**config.mk**
```make
export PLATFORM = sky130hd
export DESIGN_NAME = fib_seq_gen_flat
export DESIGN_NICKNAME = d
export VERILOG_FILES = /design/src/rtl/fib_seq_gen_if.sv /design/src/rtl/fib_seq_gen.sv /design/src/flat_wrapper.sv
export SDC_FILE = /design/constraint.sdc
export NUM_CORES = 1
export LEC_CHECK = 0
export CORE_MARGIN = 2
export CORE_UTILIZATION = 59
export DETAILED_ROUTE_END_ITERATION = 8
export PLACE_DENSITY = 0.89
export SLEW_MARGIN = 20
export SYNTH_ARGS = -nofsm -noshare
export SYNTH_HDL_FRONTEND = slang
export SYNTH_SLANG_ARGS = --single-unit
```
**constraint.sdc**
```tcl
create_clock -name clk -period 5.6 [get_ports clk]
set_input_delay 0.56 -clock clk [delete_from_list [all_inputs] [get_ports clk]]
set_output_delay 0.56 -clock clk [all_outputs]
set_load 0.005 [all_outputs]
```
**src/rtl/fib_seq_gen_if.sv**
```systemverilog
// Command/result handshake bundle for fib_seq_gen.
// The master side issues commands and consumes result beats; the slave is the generator.
interface fib_seq_gen_if #(
    parameter int unsigned WIDTH  = 32,
    parameter int unsigned NWIDTH = 16
);
    logic              in_valid;
    logic              in_ready;
    logic [NWIDTH-1:0] in_n;
    logic [WIDTH-1:0]  in_seed0;
    logic [WIDTH-1:0]  in_seed1;
    logic              in_stream;
    logic              out_valid;
    logic              out_ready;
    logic [WIDTH-1:0]  out_data;
    logic              out_last;
    logic              out_ovf;
    logic              busy;

    modport master (
        output in_valid, in_n, in_seed0, in_seed1, in_stream, out_ready,
        input  in_ready, out_valid, out_data, out_last, out_ovf, busy
    );

    modport slave (
        input  in_valid, in_n, in_seed0, in_seed1, in_stream, out_ready,
        output in_ready, out_valid, out_data, out_last, out_ovf, busy
    );
endinterface

```
**src/rtl/fib_seq_gen.sv**
```systemverilog
// Fibonacci-class sequence generator: F(k) = F(k-1) + F(k-2) from programmable seeds,
// returning F(n) only (final mode) or every term F(0)..F(n) (stream mode).
module fib_seq_gen #(
    parameter int unsigned WIDTH  = 32,
    parameter int unsigned NWIDTH = 16
) (
    input  logic          clk,
    input  logic          reset,
    fib_seq_gen_if.slave  bus
);

    typedef enum logic [1:0] {
        S_IDLE,
        S_RUN,
        S_OUT
    } state_t;

    state_t            state_q;
    logic [WIDTH-1:0]  a_q;
    logic [WIDTH-1:0]  b_q;
    logic [NWIDTH-1:0] k_q;
    logic [NWIDTH-1:0] n_q;
    logic              stream_q;
    logic              entry_q;
    logic              ovf_a_q;
    logic              ovf_b_q;
    logic              out_valid_q;
    logic [WIDTH-1:0]  out_data_q;
    logic              out_last_q;
    logic              out_ovf_q;

    logic [WIDTH:0]    sum_d;
    logic              k_done_d;

    always_comb begin
        sum_d    = {1'b0, a_q} + {1'b0, b_q};
        k_done_d = (k_q == n_q);
    end

    assign bus.in_ready  = (state_q == S_IDLE) && !reset;
    assign bus.busy      = (state_q != S_IDLE);
    assign bus.out_valid = out_valid_q;
    assign bus.out_data  = out_data_q;
    assign bus.out_last  = out_last_q;
    assign bus.out_ovf   = out_ovf_q;

    // ovf_a tracks wraps up to term a, ovf_b up to term b; the beat reports ovf_a so a
    // wrap in the look-ahead term b is not attributed to the term being presented.
    always_ff @(posedge clk) begin
        if (reset) begin
            state_q     <= S_IDLE;
            a_q         <= '0;
            b_q         <= '0;
            k_q         <= '0;
            n_q         <= '0;
            stream_q    <= 1'b0;
            entry_q     <= 1'b0;
            ovf_a_q     <= 1'b0;
            ovf_b_q     <= 1'b0;
            out_valid_q <= 1'b0;
            out_data_q  <= '0;
            out_last_q  <= 1'b0;
            out_ovf_q   <= 1'b0;
        end else begin
            case (state_q)
                S_IDLE: begin
                    if (bus.in_valid) begin
                        n_q      <= bus.in_n;
                        stream_q <= bus.in_stream;
                        a_q      <= bus.in_seed0;
                        b_q      <= bus.in_seed1;
                        k_q      <= '0;
                        ovf_a_q  <= 1'b0;
                        ovf_b_q  <= 1'b0;
                        entry_q  <= 1'b1;
                        state_q  <= S_RUN;
                    end
                end
                S_RUN: begin
                    if (entry_q) begin
                        entry_q <= 1'b0;
                    end else if (stream_q || k_done_d) begin
                        out_data_q  <= a_q;
                        out_last_q  <= k_done_d;
                        out_ovf_q   <= ovf_a_q;
                        out_valid_q <= 1'b1;
                        state_q     <= S_OUT;
                    end else begin
                        a_q     <= b_q;
                        b_q     <= sum_d[WIDTH-1:0];
                        k_q     <= k_q + NWIDTH'(1);
                        ovf_a_q <= ovf_b_q;
                        ovf_b_q <= ovf_b_q | sum_d[WIDTH];
                    end
                end
                S_OUT: begin
                    if (bus.out_ready) begin
                        out_valid_q <= 1'b0;
                        if (out_last_q) begin
                            state_q <= S_IDLE;
                        end else begin
                            a_q     <= b_q;
                            b_q     <= sum_d[WIDTH-1:0];
                            k_q     <= k_q + NWIDTH'(1);
                            ovf_a_q <= ovf_b_q;
                            ovf_b_q <= ovf_b_q | sum_d[WIDTH];
                            state_q <= S_RUN;
                        end
                    end
                end
                default: state_q <= S_IDLE;
            endcase
        end
    end

endmodule

```
**src/flat_wrapper.sv**
```systemverilog
// flat-port wrapper written by rule: the top's interface ports become plain ports
module fib_seq_gen_flat 
#(
    parameter int unsigned WIDTH  = 32,
    parameter int unsigned NWIDTH = 16
)
  (clk, reset, bus_in_valid, bus_in_n, bus_in_seed0, bus_in_seed1, bus_in_stream, bus_out_ready, bus_in_ready, bus_out_valid, bus_out_data, bus_out_last, bus_out_ovf, bus_busy);
  fib_seq_gen_if #(.WIDTH(WIDTH), .NWIDTH(NWIDTH)) bus_i ();
  input  logic clk;
  input  logic reset;
  input wire logic [$bits(bus_i.in_valid)-1:0] bus_in_valid;
  input wire logic [$bits(bus_i.in_n)-1:0] bus_in_n;
  input wire logic [$bits(bus_i.in_seed0)-1:0] bus_in_seed0;
  input wire logic [$bits(bus_i.in_seed1)-1:0] bus_in_seed1;
  input wire logic [$bits(bus_i.in_stream)-1:0] bus_in_stream;
  input wire logic [$bits(bus_i.out_ready)-1:0] bus_out_ready;
  output wire logic [$bits(bus_i.in_ready)-1:0] bus_in_ready;
  output wire logic [$bits(bus_i.out_valid)-1:0] bus_out_valid;
  output wire logic [$bits(bus_i.out_data)-1:0] bus_out_data;
  output wire logic [$bits(bus_i.out_last)-1:0] bus_out_last;
  output wire logic [$bits(bus_i.out_ovf)-1:0] bus_out_ovf;
  output wire logic [$bits(bus_i.busy)-1:0] bus_busy;
  assign bus_i.in_valid = bus_in_valid;
  assign bus_i.in_n = bus_in_n;
  assign bus_i.in_seed0 = bus_in_seed0;
  assign bus_i.in_seed1 = bus_in_seed1;
  assign bus_i.in_stream = bus_in_stream;
  assign bus_i.out_ready = bus_out_ready;
  assign bus_in_ready = bus_i.in_ready;
  assign bus_out_valid = bus_i.out_valid;
  assign bus_out_data = bus_i.out_data;
  assign bus_out_last = bus_i.out_last;
  assign bus_out_ovf = bus_i.out_ovf;
  assign bus_busy = bus_i.busy;
  fib_seq_gen #(.WIDTH(WIDTH), .NWIDTH(NWIDTH)) u_core (.clk(clk), .reset(reset), .bus(bus_i));
endmodule
```
== After elaboration in Yosys (flattened, before gate mapping) ==
Cells that the tools add are included.
W data, S select, Z words.
Cells by class
  add/subtract/negate cells: 2
  equality and inequality tests: 9
  mux-type cells: 41
  bitwise logic cells: 2
  reduce and logical (&&, ||, !) cells: 14
Operator list (count)
  $mux W32: 10
  $pmux W32 S3: 2
  $mux W16: 5
  $pmux W16 S3: 1
  $add A32 B32 Y33: 1
  $add A16 B1 Y16 const B: 1
  $eq A16 B16 Y1: 1
  $mux W1: 14
  $ne A2 B2 Y1 const B: 5
  $mux W2: 4
  $reduce_and A4 Y1: 2
  $pmux W1 S3: 2
  $pmux W2 S3: 1
  $reduce_and A6 Y1: 1
  $reduce_bool A2 Y1: 3
  $pmux W1 S2: 2
  $reduce_and A2 Y1: 2
  $reduce_and A3 Y1: 1
  $reduce_bool A3 Y1: 1
  $eq A2 B1 Y1 const B: 1
  $eq A2 B2 Y1 const B: 1
  $logic_not A2 Y1: 1
  $ne A2 B1 Y1 const B: 1
  $logic_and A1 B1 Y1: 1
  other kinds (4): 4
Storage, ports and cells
  register bits after elaboration: 137
  bits of input ports: 85
  output and inout bits: 37
  logic and storage cells: 81

== Depth between registers and ports, before layout ==
Gate-level depths: netlist of run 1.
  depth after elaboration: 5
  mapped depth: 11
  mapped depth without buffers: 10

== Worst setup path before layout of run 1 ==
No wires, ideal clock.
  path type: reg2reg
  start: register u_core.b_q[0]
  end: register u_core.b_q[28]
  library setup time: 0.088 ns
  arrival time: 2.445 ns
  data required time: 5.512 ns
  setup slack: 3.067 ns
  cell stages (with the launch flop): 11
  path buffers: 0
  period minus slack after synthesis: 2.533 ns
  cells stage by stage: dfxtp_1 > ha_1 > fa_1 > a211oi_2 > o21ai_2 > a21oi_2 > nor2_4 > a21oi_2 > or3b_4 > mux2_4 > a311oi_2
On the way
  word-level cells in the longest chain between the ends: 4
  elaborated cells between the ends (all ways): 6
  classes of those cells: add/sub (1); mux (5)
RTL lines
  from (decl): RTL line fib_seq_gen.sv:20  | logic [WIDTH-1:0] b_q;
  from (signal assigned): RTL line fib_seq_gen.sv:71  | b_q <= bus.in_seed1;
  from (signal assigned): RTL line fib_seq_gen.sv:90  | b_q <= sum_d[WIDTH-1:0];
  from (signal assigned): RTL line fib_seq_gen.sv:103  | b_q <= sum_d[WIDTH-1:0];
  $add A32 B32 Y33 *: RTL line fib_seq_gen.sv:36  | sum_d = {1'b0, a_q} + {1'b0, b_q};
  $mux W32, on equally long branches: RTL line fib_seq_gen.sv:99, fib_seq_gen.sv:82
  $mux W32, on equally long branches: RTL line fib_seq_gen.sv:97, fib_seq_gen.sv:80
  $pmux W32 S3 *: RTL line fib_seq_gen.sv:65  | case (state_q)
Every way passes the cells marked *; elsewhere a longest branch is shown, timed or not. The select of a mux whose other input is x is not followed.
A chain may end at the register's enable or synchronous reset.

== Worst setup path after layout of run 1 ==
  start: register u_core.state_q[0]
  end: register u_core.b_q[9]
On the way
  word-level cells in the longest chain between the ends: 3
  elaborated cells between the ends (all ways): 11
  classes of those cells: eq/ne (7); mux (1); reduce/logical (3)
RTL lines
  from (decl): RTL line fib_seq_gen.sv:18  | state_t state_q;
  from (signal assigned): RTL line fib_seq_gen.sv:51  | state_q <= S_IDLE;
  from (signal assigned): RTL line fib_seq_gen.sv:76  | state_q <= S_RUN;
  from (signal assigned): RTL line fib_seq_gen.sv:87  | state_q <= S_OUT;
  $eq A2 B2 Y1 (tied with other cells): RTL line fib_seq_gen.sv:65
  $ne A2 B2 Y1 (no line) or $reduce_bool A3 Y1 (tied branches)
  $reduce_and A6 Y1 (no line)
Several ways; a longest one is shown, not always the timed one.

==> reports/results.tsv, run 1 <==
stage	metric	value	unit
placed_design	Final GP Congestion	0.903	
cells_and_area	layout cells sized above 1	6.15	%
sta	Worst-Margin Slew	0.947	ns
power	Comb pwr share	49.9	%
sta	Max Transition Viols Final	0	
die	Core Rows	41	
power	Static Leak	3.45	nW
synthesis	simple-gate area share of the yosys netlist	18.7	%
power	total design power	5.30	mW
cts	CTS Sinks	137	
cts	Clock Latency Late Sink	0.43	ns
hold_path	sink of the worst hold path	u_core.bus.out_data[15]	
power	maximum VDD drop	0.000495	V
sta	max_slew headroom	36.9	%
hold_path	Min-Delay Path Depth	2	
synthesis	syn_area_per_cell	8.20	um2
hold_path	hold path startpoint	u_core.bus.out_data[15]	
setup_path	Reg2Reg Depth	8	
power	sw frac	42.1	%
outcome	run status	complete, no violations	
synthesis	EDFF count, synth	0	
cells_and_area	Final Net Count	1134	
synthesis	post-synthesis mux area share	6.00	%
setup_path	reg2reg start	u_core.state_q[0]	
setup_path	r2r endpoint	u_core.b_q[9]	
cts	post-cts gate resize count	0	
cells_and_area	fin cells	1197	
setup_path	Setup CP Type	register to register	
setup_path	R2R Setup Slk	2.65	ns
power	Cell Int Power	3.07	mW
cells_and_area	fill cell count	912	
synthesis	largest family of logic cells by synthesized area	compound AO/OA/AOI/OAI gates	
power	Clk pwr share	21.9	%
sta	RSZ-0062 raised after global routing	false	
placed_design	detailed placement HPWL	12800	um
cts	Worst-path clk slew	0.06	ns
sta	Final Hold Fails	0	
detailed_routing	router iterations before antenna repair	5	
synthesis	Distinct cells, synth	67	
cts	setup bufs post-CTS	0	
synthesis	area leader, netlist	dfxtp_1	
setup_path	Data arrival, critical path	3.28	ns
synthesis	Mapped Cells	926	
synthesis	Ys Warns	0	
cts	Clock Path Buffers	2	
cts	hold bufs inserted after CTS	0	
detailed_routing	vias	7045	
power	sw power	2.23	mW
cells_and_area	commonest non-fill, non-tap cell in the layout	nand2_1	
grt	largest net degree at the start of global routing	93	
grt	GRT Resource Usage Total	27.3	%
grt	first-pass GRT wire length	31000	um
synthesis	top cells by area, synth	dfxtp_1 (36%), nand2_1 (7.4%), a21oi_1 (6.5%)	
sta	min Tclk post-route	2.95	ns
detailed_routing	drt total wl	19000	um
sta	fmax	339	MHz
sta	clock skew	0.00624	ns
sta	final setup fails	0	
placed_design	pre-CTS WS	2.06	ns
grt	initial antenna violation count	1	
placed_design	PortBufs	121	
power	Seq pwr share	28.2	%
synthesis	share of the synthesized area in the top cell type	36.1	%
cts	TritonCTS Buffers	17	
synthesis	Synth Flop Type	dfxtp_1	
cts	H-Tree Depth	4	
synthesis	Synth Area in Adders	6.36	%
die	io pins	122	
placed_design	placed cell count	1164	
cells_and_area	most frequent cells in the layout	nand2_1 (150), dfxtp_1 (137), clkdlybuf4s50_1 (120), nor2_1 (99), a21oi_1 (98)	
setup_path	CP Data Required Time	5.93	ns
cells_and_area	multi-input logic area	4550	um2
detailed_routing	DR iter-0 viols	590	
die	Placeable Area	12600	um2
setup_path	CP Max Fanout	92	
detailed_routing	WL/cell	15.9	um
detailed_routing	Vias/cell	5.89	
synthesis	syn_nets	1049	
die	starting density of the core	60.4	%
setup_path	crit end category	register	
synthesis	async set or reset register ratio after synthesis	0	%
power	P per Cell Area	562	nW/um2
hold_path	worst min path class	register to register	
die	Die Span Y	117	um
job	max_cap viols	0	
synthesis	Synth Area in XOR/XNOR	5.88	%
grt	GR Overflow Total	0	
detailed_routing	antenna-violating nets left	0	
grt	vias in the first global route	6592	
cts	root buf cell	clkbuf_16	
cells_and_area	Reg area	2740	um2
sta	Final period util	52.6	%
synthesis	post-synthesis register bit count	137	
synthesis	Post-Syn Area	7590	um2
detailed_routing	Remaining DRCs	0	
sta	final setup margin	2.65	ns
die	die area	13800	um2
sta	final setup TNS	0	ns
setup_path	Worst Setup Start Kind	register	
die	Die W	117	um
cells_and_area	synthesis-to-finish area growth	24.2	%
synthesis	Compound-Gate Fraction of Synth Area	22.5	%
synthesis	Seq/Total Area, Yosys	36.1	%
cts	CTS tree	done	
layout make-up:
class,count,area share (%)
clock buffers,21,4.99
well taps,172,2.28
multi-input cells,712,48.2
repair buffers,126,13.2
inverters,17,0.677
flip-flops and latches,137,29.1
clock inverters,11,1.53
diodes,1,0.0265
critical path: stages, from the launching register on:
cell and delay [ns]:
dfxtp_1 0.38, inv_1 0.11, ha_4 0.19, nand2b_1 0.08
a21boi_1 0.38, and3_4 0.91, buf_4 0.46, nor2_1 0.08
a211oi_1 0.23
worst max path at each step:
stage	start	end	slack [ns]	cells past startpoint
floorplan	u_core.b_q[0]	u_core.b_q[28]	3.07	10
finish	u_core.state_q[0]	u_core.b_q[9]	2.65	8
global placement	bus_in_valid	u_core.k_q[9]	2.18	6
global route	u_core.state_q[0]	u_core.a_q[14]	2.41	8
CTS	u_core.state_q[0]	u_core.k_q[6]	2.45	7
detailed placement	bus_in_valid	u_core.k_q[15]	2.06	6
Yosys cell counts, types with 4 or more instances:
master	number
nor2b_1	4
dfxtp_1	137
o21ai_1	9
nand4_1	13
or3_1	5
o211ai_1	7
nor2_1	99
a311oi_1	9
clkbuf_1	34
and3_1	6
o21ai_0	18
a211oi_1	62
a21oi_1	98
buf_2	20
xor2_1	9
nor4_1	4
inv_1	17
nand3_1	10
xnor2_1	42
nor3_1	11
nand3b_1	4
a21o_1	10
mux2i_1	44
ha_1	37
nand2_1	150
power by group through the flow:
stage          Sequential [mW]  Combinational [mW]  Clock (mW)
2_1_floorplan             1.44                2.11           0
3_3_place_gp              1.49                2.51           0
3_5_place_dp              1.51                2.58           0
4_1_cts                   1.49                2.61        1.17
5_1_grt                   1.52                2.92        1.21
6_report                  1.49                2.64        1.16
stage by stage:
step / cell area (um2) / hold WS (ns) / util [%]
2_1_floorplan: 7590 / 0.432 / -
3_3_place_gp: 8810 / 0.441 / 70.1
6_report: 9430 / 0.451 / 75.0
4_1_cts: 9430 / 0.455 / 75.0
3_5_place_dp: 8810 / 0.447 / 70.1
5_1_grt: 9430 / 0.473 / 75.0
logic make-up (layout without fill, tap and decap cells):
kind of cell | count (synthesis) | count (layout)
flops | 137 | 137
other cells | 0 | 1
mux | 45 | 45
xor+xnor | 51 | 51
compound gates | 255 | 255
simple gates | 323 | 323
buf+inv | 77 | 175
fa+ha+maj | 38 | 38
sequential cells by signal, summed over array words and instances (netlist names):
name / cells
u_core.state_q: 2
u_core.k_q: 16
u_core.entry_q: 1
u_core.bus.out_last: 1
u_core.a_q: 32
u_core.b_q: 32
u_core.n_q: 16
u_core.ovf_b_q: 1
u_core.bus.out_valid: 1
u_core.stream_q: 1
u_core.ovf_a_q: 1
u_core.bus.out_ovf: 1
u_core.bus.out_data: 32
metal layers:
layer / global-route usage [%] / routed length (um) / up-vias
met5: 0 / 0 / -
met4: 10.2 / 452 / 0
met3: 6.59 / 1190 / 53
met2: 44.6 / 8720 / 245
met1: 35.1 / 8690 / 3256
li1: - / - / 3491
Power figures use the tool's default switching activity.
==> run 2, diff against run 1 <==
--- a/config.mk
+++ b/config.mk
@@ -6,9 +6,9 @@
 export NUM_CORES = 1
 export LEC_CHECK = 0
 export CORE_MARGIN = 2
-export CORE_UTILIZATION = 59
+export CORE_UTILIZATION = 54
 export DETAILED_ROUTE_END_ITERATION = 8
-export PLACE_DENSITY = 0.89
+export PLACE_DENSITY = 0.82
 export SLEW_MARGIN = 20
 export SYNTH_ARGS = -nofsm -noshare
 export SYNTH_HDL_FRONTEND = slang
==> constraint.sdc (replaced) <==
create_clock -name clk -period 3 [get_ports clk]
set_input_delay 0.3 -clock clk [delete_from_list [all_inputs] [get_ports clk]]
set_output_delay 0.3 -clock clk [all_outputs]
set_load 0.005 [all_outputs]
==> run 2 against run 1 <==
Sequential power rose by 87%; via count fell by 1.8%; worst hold slack got worse by 0.23 ns; maximum frequency rose by 6.5%; clock-buffer cell count fell by 1; clock skew rose by 0.0034 ns; largest power group unchanged; highest routed layer unchanged.
==> reports/results.tsv, run 2 (synthesis gave the netlist of run 1 again) <==
stage	metric	value	unit	change
power	Cell Int Power	5.72	mW	+87%
hold_path	hold path startpoint	reset		
cells_and_area	Final Net Count	1145		+0.97%
cells_and_area	fin cells	1215		+1.5%
cts	hold bufs inserted after CTS	0		unchanged
detailed_routing	Remaining DRCs	0		unchanged
setup_path	Reg2Reg Depth	10		+2
detailed_routing	DR iter-0 viols	523		-11%
placed_design	placed cell count	1183		+1.6%
cells_and_area	synthesis-to-finish area growth	25.4	%	
sta	final setup fails	0		unchanged
cells_and_area	commonest non-fill, non-tap cell in the layout	nand2_1		
hold_path	worst min path class	primary input to register		
die	Die Span Y	123	um	+4.4%
placed_design	Final GP Congestion	0.925		+2.5%
die	starting density of the core	54.9	%	-5.5 points
grt	vias in the first global route	6493		-1.5%
sta	final setup TNS	0	ns	unchanged
setup_path	CP Max Fanout	4		-96%
cells_and_area	multi-input logic area	4540	um2	about the same
sta	max_slew headroom	56.2	%	+19 points
hold_path	sink of the worst hold path	u_core.bus.out_data[21]		
outcome	run status	complete, no violations		
grt	GR Overflow Total	0		unchanged
cts	setup bufs post-CTS	0		unchanged
detailed_routing	drt total wl	19000	um	-0.12%
sta	min Tclk post-route	2.77	ns	-0.179 ns
power	sw power	4.22	mW	+89%
cts	CTS Sinks	137		unchanged
sta	final setup margin	0.233	ns	-2.42 ns
die	Placeable Area	13800	um2	+10%
setup_path	reg2reg start	u_core.b_q[0]		
sta	Worst-Margin Slew	0.657	ns	-0.289 ns
detailed_routing	Vias/cell	5.69		-3.3%
power	maximum VDD drop	0.000570	V	+15%
cells_and_area	layout cells sized above 1	7.05	%	+0.90 points
detailed_routing	WL/cell	15.7	um	-1.6%
cts	CTS tree	done		
cells_and_area	fill cell count	1117		+22%
power	sw frac	42.5	%	+0.34 points
cts	Worst-path clk slew	0.06	ns	about the same
detailed_routing	vias	6915		-1.8%
cells_and_area	Antenna diodes	0		-1
power	Clk pwr share	21.3	%	-0.6 points
setup_path	Worst Setup Start Kind	register		
placed_design	pre-CTS WS	0.254	ns	-1.80 ns
power	P per Cell Area	1040	nW/um2	+86%
sta	RSZ-0062 raised after global routing	false		
cts	H-Tree Depth	4		unchanged
setup_path	r2r endpoint	u_core.b_q[26]		
setup_path	R2R Setup Slk	0.23	ns	-2.42 ns
grt	initial antenna violation count	0		-1
setup_path	crit end category	register		
cts	TritonCTS Buffers	17		unchanged
power	Seq pwr share	28.0	%	-0.2 points
cells_and_area	most frequent cells in the layout	nand2_1 (150), dfxtp_1 (137), clkdlybuf4s50_1 (120), nor2_1 (99), a21oi_1 (98)		
sta	Final Hold Fails	0		unchanged
cts	post-cts gate resize count	0		unchanged
sta	Max Transition Viols Final	0		unchanged
grt	largest net degree at the start of global routing	61		-34%
sta	Final period util	92.2	%	+40 points
die	Die W	123	um	+4.4%
placed_design	detailed placement HPWL	13500	um	+5.8%
grt	first-pass GRT wire length	31200	um	+0.76%
cts	Clock Latency Late Sink	0.44	ns	about the same
cells_and_area	Reg area	2740	um2	unchanged
sta	fmax	361	MHz	+6.5%
hold_path	Min-Delay Path Depth	2		unchanged
sta	clock skew	0.00960	ns	+0.00336 ns
die	die area	15000	um2	+8.9%
setup_path	Setup CP Type	register to register		
cts	root buf cell	clkbuf_16		
cts	Clock Path Buffers	2		unchanged
setup_path	Data arrival, critical path	3.10	ns	-0.18 ns
power	Static Leak	3.50	nW	+1.5%
placed_design	PortBufs	121		unchanged
die	Core Rows	43		+4.9%
setup_path	CP Data Required Time	3.33	ns	-2.60 ns
grt	GRT Resource Usage Total	26.3	%	-1.0 points
job	max_cap viols	0		unchanged
power	Comb pwr share	50.6	%	+0.7 points
detailed_routing	antenna-violating nets left	0		unchanged
detailed_routing	router iterations before antenna repair	5		unchanged
die	io pins	122		unchanged
[run 2: cell types whose count changed in the layout (fill, tap and decap cells not counted), sizes merged]
| cell | previous run | this run |
|---|---|---|
| bufinv | 3 | 2 |
| diode | 1 | 0 |
| clkbuf | 21 | 20 |
| buf | 6 | 17 |
| inv | 18 | 20 |
[run 2: how the worst max path moves through the flow]
stage	startpoint	end	slack, ns	cells after the start
floorplan	u_core.b_q[0]	u_core.b_q[28]	0.47	10
detailed placement	u_core.b_q[0]	u_core.b_q[26]	0.25	10
finish	u_core.b_q[0]	u_core.b_q[26]	0.23	10
CTS	u_core.b_q[0]	u_core.b_q[26]	0.20	10
global route	u_core.b_q[0]	u_core.b_q[26]	0.008	10
global placement	u_core.b_q[0]	u_core.b_q[28]	0.32	10
[run 2: routing by layer]
layer  global-route usage, %  wire length (um)  share of wire, %
met1                    36.1              8850                47
met2                    41.4              8790                46
met3                    5.07              1050               5.5
met4                    8.69               333               1.8
met5                       0                 0                 0
[run 2: metrics by stage]
step / power (mW) / utilization, % / hold slack [ns] / area [um2]
2_1_floorplan: 6.62 / - / 0.432 / 7590
3_3_place_gp: 7.67 / 64.6 / 0.442 / 8930
3_5_place_dp: 7.78 / 64.6 / 0.446 / 8930
4_1_cts: 9.94 / 68.9 / 0.216 / 9530
5_1_grt: 10.7 / 68.9 / 0.233 / 9530
6_report: 9.94 / 68.9 / 0.222 / 9530
[run 2: layout make-up]
type                    count  share of cell area (%)
multi-input cells         712                    47.7
flip-flops and latches    137                    28.8
repair buffers            137                    14.2
clock buffers              20                    4.79
well taps                 180                    2.36
clock inverters            12                    1.48
inverters                  17                   0.670
[run 2: power by group through the flow]
stage,logic [mW],registers [mW],clock network [mW]
after floorplan,3.94,2.68,0
after global placement,4.88,2.78,0
after detailed placement,4.96,2.81,0
after CTS,5.01,2.78,2.15
after global routing,5.61,2.85,2.23
final,5.03,2.79,2.12
[run 2: critical path, stage by stage (launching register included)]
cell      delay, ns
dfxtp_1        0.32
ha_1           0.24
fa_1           0.44
a211oi_2       0.33
o21ai_2        0.11
a21oi_2        0.27
nor3_1         0.12
or3_1          0.37
o31ai_1        0.07
nand2_1        0.08
a311oi_1       0.31
